==> src/rtl/stack_ctrl_pkg.sv <==
// ============================================================================
// Module : stack_ctrl_pkg
// Desc   : Op codes, FSM states and op-class helpers shared by the stack sequencer.
// Rev    : 1.0
// ============================================================================
`default_nettype none

package stack_ctrl_pkg;

  typedef enum logic [1:0] {
    OP_PUSH = 2'b00,
    OP_POP  = 2'b01,
    OP_CALL = 2'b10,
    OP_RET  = 2'b11
  } op_e;

  typedef enum logic [2:0] {
    ST_IDLE = 3'd0,
    ST_DEC  = 3'd1,
    ST_WR   = 3'd2,
    ST_RD   = 3'd3,
    ST_INC  = 3'd4,
    ST_PCLD = 3'd5,
    ST_DONE = 3'd6
  } state_e;

  // PUSH and CALL both pre-decrement SP and write memory.
  function automatic logic is_write_op(input op_e op);
    return (op == OP_PUSH) || (op == OP_CALL);
  endfunction

  function automatic logic loads_pc(input op_e op);
    return (op == OP_CALL) || (op == OP_RET);
  endfunction

endpackage

`default_nettype wire

==> src/rtl/stack_bounds_chk.sv <==
// ============================================================================
// Module : stack_bounds_chk
// Desc   : Combinational compare of the SP address bus against empty/limit bounds.
// Rev    : 1.0
// ============================================================================
`default_nettype none

module stack_bounds_chk
  import stack_ctrl_pkg::*;
#(
  parameter int                DATA_W      = 16,
  parameter logic [DATA_W-1:0] STACK_BASE  = 16'h0000,
  parameter logic [DATA_W-1:0] STACK_LIMIT = 16'hFF00
) (
  input  logic [DATA_W-1:0] sp_addr,
  output logic              at_base,
  output logic              at_limit
);

  assign at_base  = (sp_addr == STACK_BASE);
  assign at_limit = (sp_addr == STACK_LIMIT);

endmodule

`default_nettype wire

==> src/rtl/stack_ctrl.sv <==
// ============================================================================
// Module : stack_ctrl
// Desc   : PUSH/POP/CALL/RET sequencer for SP strobes, memory port and PC load.
//          Optional bounds checking is enabled by defining STACK_BOUNDS_CHECK_EN.
// Rev    : 1.0
// ============================================================================
`default_nettype none

module stack_ctrl
  import stack_ctrl_pkg::*;
#(
  parameter int                DATA_W      = 16,
  parameter logic [DATA_W-1:0] STACK_BASE  = 16'h0000,
  parameter logic [DATA_W-1:0] STACK_LIMIT = 16'hFF00
) (
  input  logic              clk,
  input  logic              reset,
  input  logic              op_valid,
  input  logic [1:0]        op_code,
  input  logic [DATA_W-1:0] op_data,
  input  logic [DATA_W-1:0] pc_in,
  output logic              op_ready,
  output logic              done,
  output logic              fault,
  output logic [DATA_W-1:0] pop_data,
  output logic              sp_inc,
  output logic              sp_dec,
  output logic              sp_read_abus,
  input  logic [DATA_W-1:0] sp_addr,
  output logic              mem_rd,
  output logic              mem_wr,
  output logic [DATA_W-1:0] mem_wdata,
  input  logic [DATA_W-1:0] mem_rdata,
  input  logic              mem_ack,
  output logic              pc_load,
  output logic [DATA_W-1:0] pc_load_val
);

  state_e            state;
  op_e               op_q;
  op_e               op_in;
  logic [DATA_W-1:0] wdata_q;
  logic [DATA_W-1:0] pop_q;
  logic [DATA_W-1:0] pcval_q;
  logic              fault_q;
  logic              at_base;
  logic              at_limit;

  assign op_in = op_e'(op_code);

`ifdef STACK_BOUNDS_CHECK_EN
  stack_bounds_chk #(
    .DATA_W      (DATA_W),
    .STACK_BASE  (STACK_BASE),
    .STACK_LIMIT (STACK_LIMIT)
  ) u_bounds (
    .sp_addr  (sp_addr),
    .at_base  (at_base),
    .at_limit (at_limit)
  );
`else
  logic unused_bounds;
  assign at_base       = 1'b0;
  assign at_limit      = 1'b0;
  assign unused_bounds = &{1'b0, sp_addr, STACK_BASE, STACK_LIMIT};
`endif

  always_ff @(posedge clk) begin
    if (reset) begin
      state   <= ST_IDLE;
      op_q    <= OP_PUSH;
      wdata_q <= '0;
      pop_q   <= '0;
      pcval_q <= '0;
      fault_q <= 1'b0;
    end else begin
      case (state)
        ST_IDLE: begin
          fault_q <= 1'b0;
          if (op_valid) begin
            op_q    <= op_in;
            pcval_q <= op_data;
            if (is_write_op(op_in)) begin
              wdata_q <= (op_in == OP_CALL) ? pc_in : op_data;
              state   <= ST_DEC;
            end else begin
              state   <= ST_RD;
            end
          end
        end
        ST_DEC: begin
          if (at_limit) begin
            fault_q <= 1'b1;
            state   <= ST_DONE;
          end else begin
            state   <= ST_WR;
          end
        end
        ST_WR: begin
          if (mem_ack) begin
            state <= loads_pc(op_q) ? ST_PCLD : ST_DONE;
          end
        end
        ST_RD: begin
          // An empty-stack hit takes priority; the read strobe is never raised then.
          if (at_base) begin
            fault_q <= 1'b1;
            state   <= ST_DONE;
          end else if (mem_ack) begin
            pop_q <= mem_rdata;
            if (op_q == OP_RET) begin
              pcval_q <= mem_rdata;
            end
            state <= ST_INC;
          end
        end
        ST_INC:  state <= loads_pc(op_q) ? ST_PCLD : ST_DONE;
        ST_PCLD: state <= ST_DONE;
        ST_DONE: begin
          fault_q <= 1'b0;
          state   <= ST_IDLE;
        end
        default: state <= ST_IDLE;
      endcase
    end
  end

  // Strobes decode straight from the state register.
  assign op_ready     = (state == ST_IDLE);
  assign done         = (state == ST_DONE);
  assign fault        = fault_q;
  assign sp_read_abus = (state != ST_IDLE);
  assign sp_dec       = (state == ST_DEC) && !at_limit;
  assign mem_wr       = (state == ST_WR);
  assign mem_rd       = (state == ST_RD) && !at_base;
  assign sp_inc       = (state == ST_INC);
  assign pc_load      = (state == ST_PCLD);
  assign mem_wdata    = wdata_q;
  assign pop_data     = pop_q;
  assign pc_load_val  = pcval_q;

  a_sp_excl  : assert property (@(posedge clk) disable iff (reset) !(sp_inc && sp_dec));
  a_mem_excl : assert property (@(posedge clk) disable iff (reset) !(mem_rd && mem_wr));

endmodule

`default_nettype wire

==> config.mk <==
export PLATFORM = sky130hd
export DESIGN_NAME = stack_ctrl
export DESIGN_NICKNAME = d
export VERILOG_FILES = /design/src/rtl/stack_ctrl_pkg.sv /design/src/rtl/stack_bounds_chk.sv /design/src/rtl/stack_ctrl.sv
export SDC_FILE = /design/constraint.sdc
export NUM_CORES = 1
export LEC_CHECK = 0
export ABC_AREA = 1
export BUFFER_PORTS_ARGS = -buffer_cell sky130_fd_sc_hd__buf_2
export CORE_MARGIN = 5
export CORE_UTILIZATION = 50
export DETAILED_ROUTE_END_ITERATION = 6
export GPL_TIMING_DRIVEN = 0
export PLACE_DENSITY = 0.85
export SLEW_MARGIN = 5
export SYNTH_ARGS = -nofsm -noshare
export SYNTH_HDL_FRONTEND = slang
export SYNTH_SLANG_ARGS = --single-unit
export TNS_END_PERCENT = 5
==> constraint.sdc <==
create_clock -name clk -period 2.8 [get_ports clk]
set_input_delay 0.14 -clock clk [delete_from_list [all_inputs] [get_ports clk]]
set_output_delay 0.14 -clock clk [all_outputs]
set_load 0.01 [all_outputs]
==> results of run 1 <==
[power breakdown]
group          total, mW  internal, mW  switching, mW
combinational       1.37         0.494          0.877
sequential          1.04         0.941          0.103
clock              0.422         0.174          0.248
[worst max-delay path: cells and delay by family (launching register included)]
family / cells / cell delay [ns]
buf+inv: 3 / 0.57
flops: 1 / 0.42
simple gates: 2 / 0.20
[layout make-up]
type	instances	area (µm²)	share of cell area, %
Sequential cell	53	1060	31.5
Multi-Input combinational cell	304	1340	39.8
Clock buffer	6	72.6	2.16
Timing Repair Buffer	107	536	15.9
Clock inverter	2	10.0	0.298
Tap cell	70	87.6	2.60
Buffer	30	143	4.24
Inverter	31	116	3.46
[sequential cells by signal, indices dropped and copies added, names as in the netlist]
name         cells
pc_load_val     16
state            3
mem_wdata       16
op_q             2
pop_data        16
[cells by family after synthesis]
logic type	Yosys count	share of synthesized area [%]
flip-flops	53	39.9
AO/OA/AOI/OAI	41	8.14
AND/OR/NAND/NOR	262	42.1
other	1	0.141
buffers and inverters	61	9.74
[metal layers]
metal / track usage (%) / up-vias / share of wire [%] / routed length (µm)
met5: 0 / - / 0 / 0
met4: 6.84 / 0 / 1.9 / 150
met3: 4.46 / 24 / 7.6 / 610
li1: - / 1575 / - / -
met1: 28.6 / 1433 / 41 / 3300
met2: 40.2 / 146 / 49 / 3930
[Yosys cell counts (all sizes together)]
cell type	count	share of area [%]
a21oi	38	7.6
buf	15	3.2
clkbuf	15	2.1
clkinv	2	0.28
conb	1	0.14
dfxtp	53	40
inv	29	4.1
nand2	135	19
nand3	70	13
nand4	16	3.8
nor2	41	5.8
o21ai	3	0.56
[how the worst min path moves through the flow]
stage | startpoint | endpoint | slack (ns) | cells after the start
after CTS | mem_rdata[4] | pop_data[4] | 0.11 | 3
after global routing | mem_rdata[4] | pop_data[4] | 0.10 | 3
final | mem_rdata[0] | pop_data[0] | 0.11 | 3
after detailed placement | mem_rdata[7] | pop_data[7] | 0.43 | 3
after floorplan | mem_rdata[0] | pop_data[0] | 0.30 | 2
after global placement | mem_rdata[12] | pop_data[12] | 0.43 | 3
[per-stage QoR]
step	cell area, µm²	worst slack [ns]	cells
2_1_floorplan	2660	1.43	418
5_1_grt	3360	0.982	603
3_5_place_dp	3280	1.20	595
6_report	3360	1.15	603
3_3_place_gp	3280	1.24	595
4_1_cts	3360	1.18	603
==> run_results.csv, run 1 <==
group,metric,value,unit
critical_path,path_cells,"nand2_1 -> nor2_1 -> buf_4 -> buf_2 -> buf_2",
cells_and_area,drive_gt1_share,25.3,%
grt,grt_pass1_vias,3083,
grt,grt_max_degree,16,
cells_and_area,utilization,65.5,%
sta,whs,0.107,ns
cts,clk_latency,0.31,ns
yosys,ys_seq_area_share,39.9,%
cts,cts_tree,"built",
sta,fin_crit,1.65,ns
cts,cts_made_buffers,5,
sta,finClkSkew,0.00831,ns
pwr,ir_drop,480,µV
sta,tightest_slew,0.540,ns
floorplan,ioPinCount,127,
grt,grt_pass1_wl,13.6,mm
grt,antenna_found_initial,0,
cells_and_area,fillers,494,
yosys,syn_area,2660,µm²
grt,grt_usage,23.0,%
critical_path,path_common_cell,"buf_2",
yosys,yosysWarnings,0,
floorplan,start_util,51.7,%
route,wl_per_cell,13.3,µm
cells_and_area,num_antenna_cells,0,
critical_path,worst_r2r_path_depth,7,
critical_path,r2r_setup_slack,1.16,ns
floorplan,die_x,82.9,µm
cts,ctsHoldBuffers,0,
yosys,netlist_instances,418,
route,first_pass_iters,4,
sta,final_hold_viol_count,0,
flow_run,max_cap_viol_count,0,
place,io_buffer_count,107,
cts,root_buffer,"clkbuf_8",
yosys,syn_nets,488,
critical_path,startpoint,"state[1]",
sta,min_period_over_period,58.8,%
place,gp_congestion,0.909,
pwr,powerDensity,843,nW/µm²
route,viasPerCell,5.27,
floorplan,rows,26,
yosys,synth_cell_types,17,
critical_path,critPathKind,"reg -> out",
cells_and_area,area_delta_synth_final,26.5,%
yosys,ys_ff_latch,53,
critical_path,cp_max_fo,10,
worst_hold_path,hold_path_class,"in -> reg",
sta,setup_viol,0,
critical_path,crit_path_start_kind,"flip-flop",
sta,fin_setup_tns,0,ns
cts,cts-resized-gates,0,
sta,max_slew_margin,64.0,%
route,routed_wl,7.99,mm
route,post-route-drc-count,0,
place,dpl.hpwl,6.33,mm
cts,clockBufferDepth,2,
route,ant_nets,0,
critical_path,reg2reg_from,"state[1]",
cts,clock_sinks,53,
cts,post_cts_buffers,0,
critical_path,cp-endpoint,"mem_rd",
sta,rsz0062_at_grt,"no",
critical_path,endpoint_kind,"primary output",
critical_path,slowest_delay,0.42,ns
route,vias,3178,
cells_and_area,layout_common_cells,"nand2_1 (132), buf_2 (119), nand3_1 (70)",
outcome,status,"completed",
route,drt_iter0_drc,186,
grt,grt_overflow_total,0,
pwr,p_leak,1.79,nW
sta,drv_slew,0,
critical_path,cp.required,2.66,ns
critical_path,worstReg2RegEnd,"mem_wdata[12]",
cts,h-tree-depth,2,
cells_and_area,nNetsFinal,602,
yosys,avgSynthCellArea,6.36,µm²
floorplan,die_area,6880,µm²
floorplan,fp.dieH,82.9,µm
cts,path_clk_slew,0.09,ns
cells_and_area,final_common_cell,"nand2_1",
pwr,power,2.84,mW
floorplan,core,5140,µm²
critical_path,cp_slowest_cell,"dfxtp_1",
critical_path,arrival,1.51,ns
sta,fmax,607,MHz
(Power assumes the default switching activity.)
==> run 2, diff against run 1 <==
ABC_AREA = 0   (was 1)
CORE_UTILIZATION = 45   (was 50)
PLACE_DENSITY = 0.79   (was 0.85)
clock period = 1.55 ns   (was 2.8 ns; I/O delays follow)
==> run 2 against run 1 <==
  * Worst setup slack worse by 1.1 ns
  * Via count down 22%
  * Wire length down 4.6%
  * Global-route usage down 3.0 points
  * Count of clock-buffer cells in the layout down 1
  * Clock power up 90%
  * Cell count down 24%
  * Cell area down 0.78%
  * Register-to-register slack worse by 1.1 ns
  * Sequential cell count unchanged
  * Hold slack worse by 0.098 ns
  * Non-clock buffer count up 2
  * Largest power group is now sequential cells
==> run_results.csv, run 2 <==
group,metric,value,unit
sta,final_hold_viol_count,0,
route,wl_per_cell,16.6,µm
place,place_ws,-0.138,ns
cells_and_area,final_common_cell,"buf_2",
pwr,powerDensity,968,nW/µm²
cts,clockBufferDepth,2,
pwr,p_leak,1.58,nW
yosys,synth_top_cell_by_area,"dfxtp_1",
cts,root_buffer,"clkbuf_8",
critical_path,path_cells,"or4b_4 -> o21ai_4 -> clkbuf_16 -> a221oi_2",
sta,setup_viol,0,
critical_path,path_delay_family,"simple AND/OR/NAND/NOR gates",
route,drt_iter0_drc,113,
cts,h-tree-depth,2,
floorplan,start_util,45.9,%
critical_path,startpoint,"state[1]",
yosys,synth-async-reset-ratio,0,%
cells_and_area,layout_common_cells,"buf_2 (112), dfxtp_1 (50), nand2_1 (38)",
route,viasPerCell,5.43,
cells_and_area,nNetsFinal,455,
place,dpl.hpwl,5.79,mm
place,io_buffer_count,108,
sta,drv_slew,0,
floorplan,core,5470,µm²
route,post-route-drc-count,0,
critical_path,cp_max_fo,7,
critical_path,cp.required,1.73,ns
sta,tightest_slew,0.628,ns
cells_and_area,num_antenna_cells,0,
critical_path,reg2reg_from,"state[1]",
floorplan,die_area,7180,µm²
sta,finClkSkew,0.00887,ns
pwr,ir_drop,548,µV
yosys,synth_cell_types,35,
yosys,syn_nets,334,
route,routed_wl,7.62,mm
worst_hold_path,min-delay-start,"mem_rdata[15]",
sta,fmax,660,MHz
sta,fin_crit,1.51,ns
yosys,avgSynthCellArea,9.52,µm²
route,first_pass_iters,4,
cts,clock_sinks,53,
worst_hold_path,hold_path_class,"in -> reg",
cells_and_area,drive_gt1_share,42.0,%
grt,antenna_found_initial,0,
cts,clk_latency,0.31,ns
cts,cts_made_buffers,5,
critical_path,endpoint_kind,"flip-flop",
critical_path,cp_num_buf_inv,1,
critical_path,arrival,1.69,ns
sta,min_period_over_period,97.7,%
cts,cts_tree,"built",
flow_run,max_cap_viol_count,0,
grt,grt_usage,20.0,%
yosys,yosys-top-cells-count,"dfxtp_1 (53), nand2_1 (38), a21oi_1 (35), mux2i_1 (32)",
outcome,status,"completed",
grt,grt_max_degree,18,
critical_path,slowest_delay,0.60,ns
critical_path,crit_path_start_kind,"flip-flop",
cts,path_clk_slew,0.10,ns
floorplan,fp.dieH,84.7,µm
yosys,syn_area,2510,µm²
sta,rsz0062_at_grt,"yes",
grt,grt_overflow_total,0,
route,ant_nets,0,
floorplan,rows,27,
cells_and_area,area_delta_synth_final,32.9,%
sta,max_slew_margin,58.2,%
sta,fin_setup_tns,0,ns
floorplan,die_x,84.7,µm
yosys,yosysWarnings,0,
yosys,ys_ff_latch,53,
place,gp_congestion,0.842,
yosys,post-synth-top-count-cell,"dfxtp_1",
critical_path,cp_slowest_cell,"or4b_4",
grt,grt_pass1_vias,2352,
route,vias,2486,
grt,grt_pass1_wl,11.7,mm
yosys,synth.area.top_cells,"dfxtp_1 (42%), mux2i_1 (13%), a21oi_1 (7.0%), a221oi_2 (6.0%), nand2_1 (5.7%)",
cells_and_area,fillers,501,
yosys,synth-edff-count,0,
floorplan,ioPinCount,127,
yosys,synth_top_area_share,42.2,%
yosys,netlist_instances,264,
sta,fin_ws,0.0353,ns
yosys,ys.flop_type,"dfxtp_1",
yosys,ys_seq_area_share,42.2,%
critical_path,critPathKind,"reg -> reg",
## run 2: changes by cell type after synthesis, sizes merged, moves of 3 or more
cell | before | now
nor2 | 41 | 18
inv | 29 | 3
mux2i | 0 | 32
nand4 | 16 | 0
a211oi | 0 | 17
a21oi | 38 | 35
a221oi | 0 | 16
buf | 15 | 18
clkbuf | 15 | 7
nand2 | 135 | 38
nand3 | 70 | 1
nor3b | 0 | 3
## run 2: worst register-to-register path: cells and delay by family (launching register included)
| kind | cells | cell delay, ns |
|---|---|---|
| AOI/OAI and AO/OA | 2 | 0.20 |
| buffers and inverters | 1 | 0.21 |
| DFF | 1 | 0.37 |
| and+or+nand+nor | 1 | 0.60 |
## run 2: cell type report
class	count	area, µm²	share of cell area [%]
sequential	53	1060	31.9
inverter	3	11.3	0.337
multi-input combinational	183	1290	38.7
timing repair buffer	115	623	18.7
tap	72	90.1	2.70
buffer	24	166	4.99
clock inverter	3	21.3	0.637
clock buffer	5	68.8	2.06
## run 2: power breakdown
part,switching [mW],internal [mW]
Sequential,0.0784,1.48
Clock,0.482,0.322
Combinational,0.462,0.412
Total,1.02,2.21
## run 2: cells by family after synthesis
| logic type | after synthesis | synth area share, % |
|---|---|---|
| flip-flops | 53 | 42.2 |
| multiplexers | 32 | 12.7 |
| other | 1 | 0.149 |
| buffers and inverters | 28 | 6.82 |
| AO/OA/AOI/OAI | 75 | 22.5 |
| AND/OR/NAND/NOR | 75 | 15.5 |
## run 2: path summary, 6_finish.rpt
kind                      to  slack [ns]  cells past startpoint
max          pc_load_val[12]        0.04                      4
min             pop_data[15]       0.009                      3
max reg2reg  pc_load_val[12]        0.04                      4
min reg2reg      pop_data[6]        0.46                      2
## run 2: what timing repair did
item	in CTS	in global routing
setup endpoints to repair	25	35
hold buffers	0	0
pin swaps	2	2
cloned	0	1
gates resized for setup	4	8
buffers inserted	3	3
## run 2: per-stage QoR
| step | hold slack [ns] | cell area, µm² | cells | power, mW | util [%] |
|---|---|---|---|---|---|
| final | 0.00862 | 3340 | 458 | 3.23 | 61.0 |
| after global routing | 0.00777 | 3340 | 458 | 3.38 | 61.0 |
| after CTS | 0.0114 | 3270 | 455 | 3.17 | 59.7 |
| after detailed placement | 0.341 | 3140 | 444 | 2.37 | 57.4 |
| after global placement | 0.335 | 3140 | 444 | 2.35 | 57.4 |
| after floorplan | 0.213 | 2510 | 264 | 2.07 | - |
## run 2: layer usage
metal	vias to the layer above	wire, µm	track usage, %
met5	-	0	0
met4	0	105	5.04
met3	13	402	4.02
met2	85	3760	33.2
met1	1197	3360	26.7
li1	1191	-	-
==> run 3, diff against run 2 <==
CAP_MARGIN = 20   (was unset)
CORE_UTILIZATION = 39   (was 45)
PLACE_DENSITY = 0.7   (was 0.79)
==> run 3 against run 2 <==
  * Sequential share of layout area increased by 0.18 points
  * Combinational power decreased by 2%
  * Clock skew decreased by 0.0046 ns
  * Cell area decreased by 0.34%
  * Register-to-register slack got worse by 0.02 ns
  * Core utilization decreased by 8.3 points
  * Fmax decreased by 1.2%
  * Worst setup slack got worse by 0.019 ns
  * Critical path depth unchanged
  * Sequential power about the same
  * Power decreased by 0.28%
  * Non-clock buffer count unchanged
  * Critical path type unchanged
  * Largest power group unchanged
==> run_results.csv, run 3 (synthesis results as in run 2) <==
group,metric,value,unit
cts,ctsHoldBuffers,0,
floorplan,rows,29,
route,viasPerCell,5.18,
sta,fin_crit,1.53,ns
critical_path,crit_path_start_kind,"flip-flop",
sta,fmax,652,MHz
place,gp_congestion,0.840,
critical_path,startpoint,"state[1]",
route,ant_nets,0,
cells_and_area,nNetsFinal,455,
grt,grt_pass1_vias,2301,
place,dpl.hpwl,5.90,mm
sta,rsz0062_at_grt,"yes",
cts,root_buffer,"clkbuf_8",
cts,cts_made_buffers,5,
grt,grt_max_degree,18,
sta,setup_viol,0,
sta,tightest_slew,0.703,ns
cts,path_clk_slew,0.10,ns
route,drt_iter0_drc,136,
sta,min_period_over_period,98.9,%
cells_and_area,num_antenna_cells,0,
flow_run,max_cap_viol_count,0,
sta,finClkSkew,0.00427,ns
grt,grt_overflow_total,0,
floorplan,start_util,39.8,%
worst_hold_path,hold_path_class,"in -> reg",
critical_path,cp.required,1.72,ns
cells_and_area,layout_common_cells,"buf_2 (113), dfxtp_1 (50), nand2_1 (38)",
floorplan,core,6310,µm²
sta,drv_slew,0,
pwr,ir_drop,488,µV
cells_and_area,final_common_cell,"buf_2",
grt,grt_pass1_wl,12.1,mm
grt,grt_usage,17.9,%
place,io_buffer_count,108,
cells_and_area,area_delta_synth_final,32.4,%
cts,clk_latency,0.31,ns
floorplan,ioPinCount,127,
floorplan,fp.dieH,90.3,µm
worst_hold_path,whs_path_depth,3,
critical_path,reg2reg_from,"state[1]",
cells_and_area,drive_gt1_share,41.7,%
critical_path,endpoint_kind,"flip-flop",
cts,cts_tree,"built",
place,placed_area,3150,µm²
worst_hold_path,min-delay-start,"mem_rdata[10]",
grt,antenna_found_initial,0,
cts,h-tree-depth,2,
sta,final_hold_viol_count,0,
cells_and_area,utilization,52.7,%
critical_path,critPathKind,"reg -> reg",
pwr,powerDensity,969,nW/µm²
cts,clock_sinks,53,
route,routed_wl,7.73,mm
route,wl_per_cell,16.7,µm
floorplan,die_x,90.3,µm
critical_path,arrival,1.70,ns
critical_path,worst_r2r_path_depth,4,
floorplan,die_area,8150,µm²
outcome,status,"completed",
route,post-route-drc-count,0,
route,vias,2400,
pwr,p_leak,1.58,nW
cells_and_area,finalInstanceArea,3330,µm²
sta,fin_setup_tns,0,ns
cts,clockBufferDepth,2,
route,first_pass_iters,4,
critical_path,cp_max_fo,7,
sta,max_slew_margin,53.1,%
[run 3: final timing paths]
path,end,slack [ns]
setup / recovery,pc_load_val[13],0.02
setup reg to reg,pc_load_val[13],0.02
hold / removal,pop_data[10],0.01
hold reg to reg,pop_data[11],0.46
[run 3: area by class of cell]
cell class / count / area [µm²]
Clock inverter: 3 / 21.3
Fill cell: 622 / 2990
Sequential cell: 53 / 1070
Inverter: 3 / 11.3
Clock buffer: 5 / 68.8
Multi-Input combinational cell: 183 / 1290
Tap cell: 77 / 96.3
Buffer: 24 / 164
Timing Repair Buffer: 115 / 611
[run 3: layer usage]
layer  vias up  track usage [%]  wire length [µm]
met2        70             28.4              3710
met1      1123             24.3              3480
met5         -                0                 0
met3        15             4.00               399
li1       1192                -                 -
met4         0             5.58               142
[run 3: timing repair]
item / 4_1_cts / 5_1_grt
buffers inserted: 4 / 2
resized for setup: 6 / 7
setup endpoints to repair: 30 / 36
gates cloned: 0 / 1
pin swaps: 3 / 4
[run 3: where the power goes]
group	switching, mW	internal (mW)
clock network	0.490	0.322
registers	0.0756	1.48
logic	0.459	0.401
[run 3: metrics by stage]
| stage | cells | worst slack (ns) | total power [mW] | hold WS [ns] |
|---|---|---|---|---|
| 2_1_floorplan | 264 | 0.0944 | 2.07 | 0.213 |
| 3_3_place_gp | 449 | -0.134 | 2.36 | 0.336 |
| 3_5_place_dp | 449 | -0.171 | 2.38 | 0.344 |
| 4_1_cts | 461 | -0.0175 | 3.21 | 0.00146 |
| 5_1_grt | 463 | -0.0309 | 3.39 | 0.0141 |
| 6_report | 463 | 0.0167 | 3.22 | 0.0104 |
[run 3: critical path, stage by stage, from the launching register on]
cell and delay (ns):
dfxtp_4 0.39, or4b_4 0.60, o21ai_4 0.14, clkbuf_16 0.20
a221oi_2 0.05
